<file path="src/rtl/ntt_scheduler.sv">
// ntt_scheduler: sequencing controller for the 256-point Kyber NTT datapath.
// Walks 7 layers x 128 butterflies, emitting read addresses, the zeta index
// and two single-port write-backs per butterfly, and hands the RAM to an
// external loader while idle.
// Optional feature: define NTT_INVERSE_EN to enable Gentleman-Sande (inverse)
// ordering selected by `inv` at start.
module ntt_scheduler #(
    parameter int RD_LAT = 1
) (
    input  logic       clk,
    input  logic       rst_n,
    input  logic       start,
    input  logic       inv,
    input  logic       ext_req,
    output logic       ext_gnt,
    output logic       busy,
    output logic       done,
    output logic [7:0] ram_raddr_a,
    output logic [7:0] ram_raddr_b,
    output logic       ram_we,
    output logic [7:0] ram_waddr,
    output logic       wsel,
    output logic [6:0] zeta_idx,
    output logic [2:0] layer
);
    typedef enum logic [2:0] {S_IDLE, S_RD, S_WAIT, S_WR_A, S_WR_B, S_DONE} state_t;

    state_t     state, state_nx;
    logic [1:0] wcnt;
    logic [7:0] j, grp, len;
    logic [6:0] k;
    logic [2:0] lyr;
    logic       fwd, fwd_in;
    logic       accept, active;
    logic [7:0] j_inc;
    logic [8:0] nxt_grp;
    logic       grp_end, layer_end, last;

`ifdef NTT_INVERSE_EN
    logic inv_q;
    assign fwd_in = ~inv;
    assign fwd    = ~inv_q;

    // Latch the transform direction when a start is accepted
    always_ff @(posedge clk or negedge rst_n) begin
        if (!rst_n)      inv_q <= 1'b0;
        else if (accept) inv_q <= inv;
    end
`else
    logic unused_inv;
    assign unused_inv = inv;
    assign fwd_in     = 1'b1;
    assign fwd        = 1'b1;
`endif

    // The external agent wins a simultaneous request, so start is masked by ext_req
    assign accept  = (state == S_IDLE) && start && !ext_req;
    assign ext_gnt = ext_req && (state == S_IDLE) && rst_n;
    assign active  = (state == S_RD) || (state == S_WAIT) ||
                     (state == S_WR_A) || (state == S_WR_B);

    // Group ends when j reaches start+len-1; layer ends when the next group
    // start carries past 255. The 9th bit of nxt_grp is that carry.
    assign j_inc     = j + 8'd1;
    assign grp_end   = (j_inc == grp + len);
    assign nxt_grp   = {1'b0, grp} + {len, 1'b0};
    assign layer_end = grp_end && nxt_grp[8];
    assign last      = layer_end && (fwd ? (len == 8'd2) : (len == 8'd128));

    // State register
    always_ff @(posedge clk or negedge rst_n) begin
        if (!rst_n) state <= S_IDLE;
        else        state <= state_nx;
    end

    // Next-state logic
    always_comb begin
        state_nx = state;
        case (state)
            S_IDLE: if (accept) state_nx = S_RD;
            S_RD:   state_nx = S_WAIT;
            S_WAIT: if (wcnt == 2'(RD_LAT - 1)) state_nx = S_WR_A;
            S_WR_A: state_nx = S_WR_B;
            S_WR_B: state_nx = last ? S_DONE : S_RD;
            S_DONE: state_nx = S_IDLE;
            default: state_nx = S_IDLE;
        endcase
    end

    // Butterfly counters: initialised on accept, advanced on WR_B
    always_ff @(posedge clk or negedge rst_n) begin
        if (!rst_n) begin
            j    <= '0;
            grp  <= '0;
            len  <= '0;
            k    <= '0;
            lyr  <= '0;
            wcnt <= '0;
        end else begin
            if (state == S_RD)        wcnt <= '0;
            else if (state == S_WAIT) wcnt <= wcnt + 2'd1;

            if (accept) begin
                j   <= '0;
                grp <= '0;
                len <= fwd_in ? 8'd128 : 8'd2;
                k   <= fwd_in ? 7'd1 : 7'd127;
                lyr <= '0;
            end else if (state == S_WR_B) begin
                if (layer_end) begin
                    j   <= '0;
                    grp <= '0;
                    len <= fwd ? (len >> 1) : (len << 1);
                    k   <= fwd ? (k + 7'd1) : (k - 7'd1);
                    lyr <= last ? 3'd0 : (lyr + 3'd1);
                end else if (grp_end) begin
                    j   <= nxt_grp[7:0];
                    grp <= nxt_grp[7:0];
                    k   <= fwd ? (k + 7'd1) : (k - 7'd1);
                end else begin
                    j   <= j_inc;
                end
            end
        end
    end

    // Output decode; addresses are held from RD through WR_B and forced to 0 otherwise
    always_comb begin
        busy        = active;
        done        = (state == S_DONE);
        ram_we      = 1'b0;
        ram_waddr   = '0;
        wsel        = 1'b0;
        ram_raddr_a = '0;
        ram_raddr_b = '0;
        zeta_idx    = '0;
        layer       = '0;
        if (active) begin
            ram_raddr_a = j;
            ram_raddr_b = j + len;
            zeta_idx    = k;
            layer       = lyr;
        end
        if (state == S_WR_A) begin
            ram_we    = 1'b1;
            ram_waddr = j;
        end else if (state == S_WR_B) begin
            ram_we    = 1'b1;
            ram_waddr = j + len;
            wsel      = 1'b1;
        end
    end
endmodule

</file>
<file path="config.mk">
export PLATFORM = sky130hd
export DESIGN_NAME = ntt_scheduler
export DESIGN_NICKNAME = d
export VERILOG_FILES = /design/src/rtl/ntt_scheduler.sv
export SDC_FILE = /design/constraint.sdc
export NUM_CORES = 1
export LEC_CHECK = 0
export BUFFER_PORTS_ARGS = -buffer_cell sky130_fd_sc_hd__buf_2
export CAP_MARGIN = 20
export CELL_PAD_IN_SITES_DETAIL_PLACEMENT = 1
export CELL_PAD_IN_SITES_GLOBAL_PLACEMENT = 1
export CORE_MARGIN = 5
export CORE_UTILIZATION = 40
export DETAILED_ROUTE_END_ITERATION = 6
export PLACE_DENSITY_LB_ADDON = 0.1
export SLEW_MARGIN = 20
export SYNTH_ARGS = -nofsm -noshare
export SYNTH_HDL_FRONTEND = slang
export SYNTH_SLANG_ARGS = --single-unit
</file>
<file path="constraint.sdc">
create_clock -name clk -period 2.8 [get_ports clk]
set_input_delay 0.28 -clock clk [delete_from_list [all_inputs] [get_ports clk]]
set_output_delay 0.28 -clock clk [all_outputs]
set_load 0.005 [all_outputs]
</file>
==> results.md <==
GRT:
- The wire length of the first global-routing pass is 14.72 mm.
- In the global route stage, met2 resource usage came out at 0.3445.
- For this run, global-route usage on met1 was measured as 0.2782.
- The most heavily used metal layer in global routing is met2.
- The total overflow left after global routing is 0.
- For this run, global-route usage on met3 was measured as 0.02658.
- The pin count of the biggest net entering global routing is 39.
- The via count of the first global-routing pass is 2977.
- The initial antenna violation count is 0.
- The aggregate global-route resource usage is 0.2050.

Place:
- The weighted congestion reported at the end of routability-driven placement is about 0.83.
- The post-place instance area is 3468 um^2.
- Before CTS, the worst setup slack after placement is -0.1031 ns.
- The count of buffers added on input and output ports is 42.
- The sum of net half-perimeters after detailed placement is 6.614 mm.

Clocking:
- The number of clock sinks is 38.
- The clock tree from TritonCTS is built.
- The number of hold buffers added after CTS was 0.
- The clock-pin slew on the worst setup and hold paths is 0.08 ns.
- The TritonCTS buffer count is 5.
- The buffer type at the clock tree root is clkbuf_8.
- The H-tree generated during clock tree synthesis spans 2 levels.
- The buffer depth of the longest clock path is 2.
- For the worst-skew pair, the clock arrives at the later sink with an insertion delay of 0.29 ns.

Die:
- The die covers 9242 um^2.
- The number of core rows is 31.
- The starting utilization of the core area is 0.4092.
- In this run the vertical extent of the chip is 96.14 um.
- In this run the count of I/O pins placed on the die edge is 44.
- The core region is 7253 um^2.
- The die is 96.14 um wide.

Synthesis:
- The share of synthesized registers carrying an async set or reset is 1.000.
- The net count after synthesis is 390.
- Synthesis produced 358 cells.
- The share of Yosys cell area claimed by the top area cell type is 0.3204.
- Of the total synthesized cell area, the portion taken by AND, OR, NAND and NOR gates is 0.2492.
- In this run, distinct cell masters in the synthesized netlist total 43.
- The synthesized netlist occupies a cell area of 2968 um^2.
- The fraction of the mapped netlist area in compound gates is 0.1589.
- The average cell area after synthesis is 8.290 um^2.
- Counting flops with a built-in enable in the synthesized netlist gives 0.
- Yosys attributes the largest share of cell area to dfrtp_1, ha_1, xnor2_1, nand2_1, a21oi_1.
- The share of the Yosys chip area taken by registers is 0.3204.
- By area, the combinational part of the netlist is dominated by simple AND/OR/NAND/NOR gates.
- Among all flip-flop cells after synthesis, the most frequent one is dfrtp_1.
- The post-synthesis sequential element count is 38.
- The post-synthesis xor/xnor area fraction is 0.1092.
- The largest total area in the synthesized netlist belongs to dfrtp_1.
- The adder and majority gate portion of the synthesized area is 0.1189.
- The multiplexer area fraction after synthesis is 0.003373.
- The total of warnings raised by yosys is 0.

Cells and area:
- The repair_antennas step left the layout with diodes totalling 0.
- The fraction of final layout cells with drive strength greater than 1 is 0.2766.
- The number of nets in the finished design is 456.
- The end-of-flow core utilization is 0.5234.
- The post-route cell area is about 3800 um^2.
- The area growth from synthesis to layout is 27.91%.

Detailed routing:
- The via count normalized by instance count is 5.362.
- The detailed router finished its first iteration with 81 violations.
- The iteration count of the initial detailed-routing pass is 4.
- In the routed design, unresolved DRC markers number 0.
- The number of vias after detailed routing is 2799.
- The total length of routed wires is ~9.0 mm.
- The final antenna-violating net count is 0.
- After detailed routing, the average wire length per cell comes to ~17 um.

Timing:
- Between clock sinks in the finished design, the worst skew comes to 0.007553 ns.
- The fmax is around 0.36 GHz.
- The worst path meets setup with 0.03784 ns of slack.
- The shortest period the worst path allows is 2.762 ns.
- Setup repair after global routing could not meet its margin everywhere.
- At the pin with the least slew margin, the transition time is approximately 0.6 ns.
- The number of setup violations in the final report is 0.
- Headroom to the max-slew limit came out at 0.6051.
- The max-slew violation count was 0.
- The final count of hold timing violations is 0.
- The total negative slack for setup checks is 0 ns.
- In the finished design, the share of the clock period the worst path needs comes to 0.9865.

Setup path:
- The critical path endpoint category is a flip-flop.
- The critical path start-end classification is flip-flop to flip-flop.
- The critical path required time is 3.02 ns.
- The data arrival time of the critical path is 2.98 ns.
- The most critical setup path has its startpoint at grp[4].
- The biggest cell delay along the critical path is 0.45 ns.
- Together, buffers and inverters on the worst path number 1.
- The signal on the critical path passes through ha_4 > nand2_4 > o21ai_4 > a31oi_4 > xnor2_2 > nor4_4 > buf_4 > nand4_1 > or3_4 > a21oi_2.
- The cell family with the largest share of critical-path delay is simple AND/OR/NAND/NOR gates.
- The startpoint of the lowest-slack register-to-register path is grp[4].
- The nature of the critical path startpoint is a flip-flop.
- The cell with the biggest individual delay on the critical path is or3_4.
- Along the worst path, the maximum fanout reaches 6.

Min path:
- The worst hold path belongs to the class input port to async pin.

Flow run:
- Max-cap violations in this run came to 0.

Power and ir drop:
- The maximum ir drop on the vdd rail is 0.0002978 V.
- The standby leakage power is 1.696 nW.
- The areal power density over the cells is 791.5 nW/um^2.

Run status:
- The run finished with clean final reports.
## sequential cells by signal (all words and copies together) (netlist names)
signal,count
grp,7
wcnt,2
lyr,3
len,8
state,3
j,8
k,7
## report_power, final
group	switching [mW]	total, mW	internal, mW
Clock	0.190	0.380	0.190
Combinational	0.929	1.82	0.891
Sequential	0.136	0.806	0.670
## per-stage QoR
step	std cells	power, mW	hold slack [ns]
finish	522	3.005	0.1159
global route	522	3.253	0.1509
CTS	519	2.897	0.1110
detailed placement	511	2.401	0.4285
global placement	511	2.331	0.4245
floorplan	358	1.863	-0.01559
## timing repair
action                                  4_1_cts  5_1_grt
endpoints found under the setup margin       27       41
setup buffers                                 2        3
pin swaps                                     8       13
resized for setup                            14       27
## cell families (layout without fill, tap and decap cells)
group / Yosys count / after routing
AO/OA/AOI/OAI: 80 / 80
flip-flops: 38 / 38
buffers and inverters: 29 / 94
XOR/XNOR: 37 / 37
multiplexers: 1 / 1
adder cells (fa/ha/maj): 27 / 27
AND/OR/NAND/NOR: 146 / 146
## final timing paths
kind	slack [ns]	depth (start not counted)	to
hold reg to reg	0.49	2	wcnt[1]
setup / recovery	0.04	10	k[4]
min in group clk	0.32	3	state[0]
max in group asynchronous	2.31	2	grp[3]
hold / removal	0.12	2	k[5]
setup reg to reg	0.04	10	k[4]
## placed cells by master (no fill, tap or decap), types with 2 or more instances in the layout
cell type	netlist	final
nand2_1	44	42
buf_2	5	42
dfrtp_1	38	34
buf_4	1	33
xnor2_1	28	25
nand3_1	25	25
a21oi_1	30	23
nor2_1	22	22
and2_1	20	20
ha_1	25	18
o21ai_0	15	12
inv_1	11	11
o21ai_1	8	10
xor2_1	9	8
clkbuf_8	0	6
a21o_1	5	5
a21oi_2	0	5
or3_1	6	5
nand2b_1	5	5
ha_4	0	5
nor3_1	5	4
o311ai_1	4	4
dfrtp_2	0	4
o21a_1	3	3
xnor2_2	0	3
nand4_1	3	3
o211ai_1	3	3
o21bai_1	2	2
nor2b_1	2	2
a22o_1	2	2
and3_1	2	2
nor4_2	0	2
a21oi_4	0	2
nand3b_1	2	2
o31ai_1	3	2
o22ai_1	2	2
ha_2	0	2
## layout make-up
type | instances | area [um^2]
clock buffer | 6 | 82.58
fill | 904 | 3457
inverter | 11 | 41.29
multi-input combinational | 291 | 2103
sequential | 38 | 955.9
tap | 99 | 123.9
timing repair buffer | 77 | 489.2
## per-layer routing
| metal | vias to the layer above | part of all wire | routed length (um) |
|---|---|---|---|
| li1 | 1376 | - | - |
| met1 | 1362 | 0.47 | 4240 |
| met2 | 50 | 0.48 | 4311 |
| met3 | 11 | 0.034 | 306 |
| met4 | 0 | 0.012 | 109 |
| met5 | - | 0 | 0 |
## synthesized netlist by cell type (3+ instances only)
master and count:
a21o_1 5, a21oi_1 30, and2_1 20, buf_2 5, clkbuf_1 10, dfrtp_1 38, ha_1 25, inv_1 11
nand2_1 44, nand2b_1 5, nand3_1 25, nand4_1 3, nor2_1 22, nor3_1 5, nor4_1 3, o211ai_1 3
o21a_1 3, o21ai_0 15, o21ai_1 8, o311ai_1 4, o31ai_1 3, or3_1 6, xnor2_1 28, xor2_1 9
Note: power is estimated with default switching activity, not from simulation.
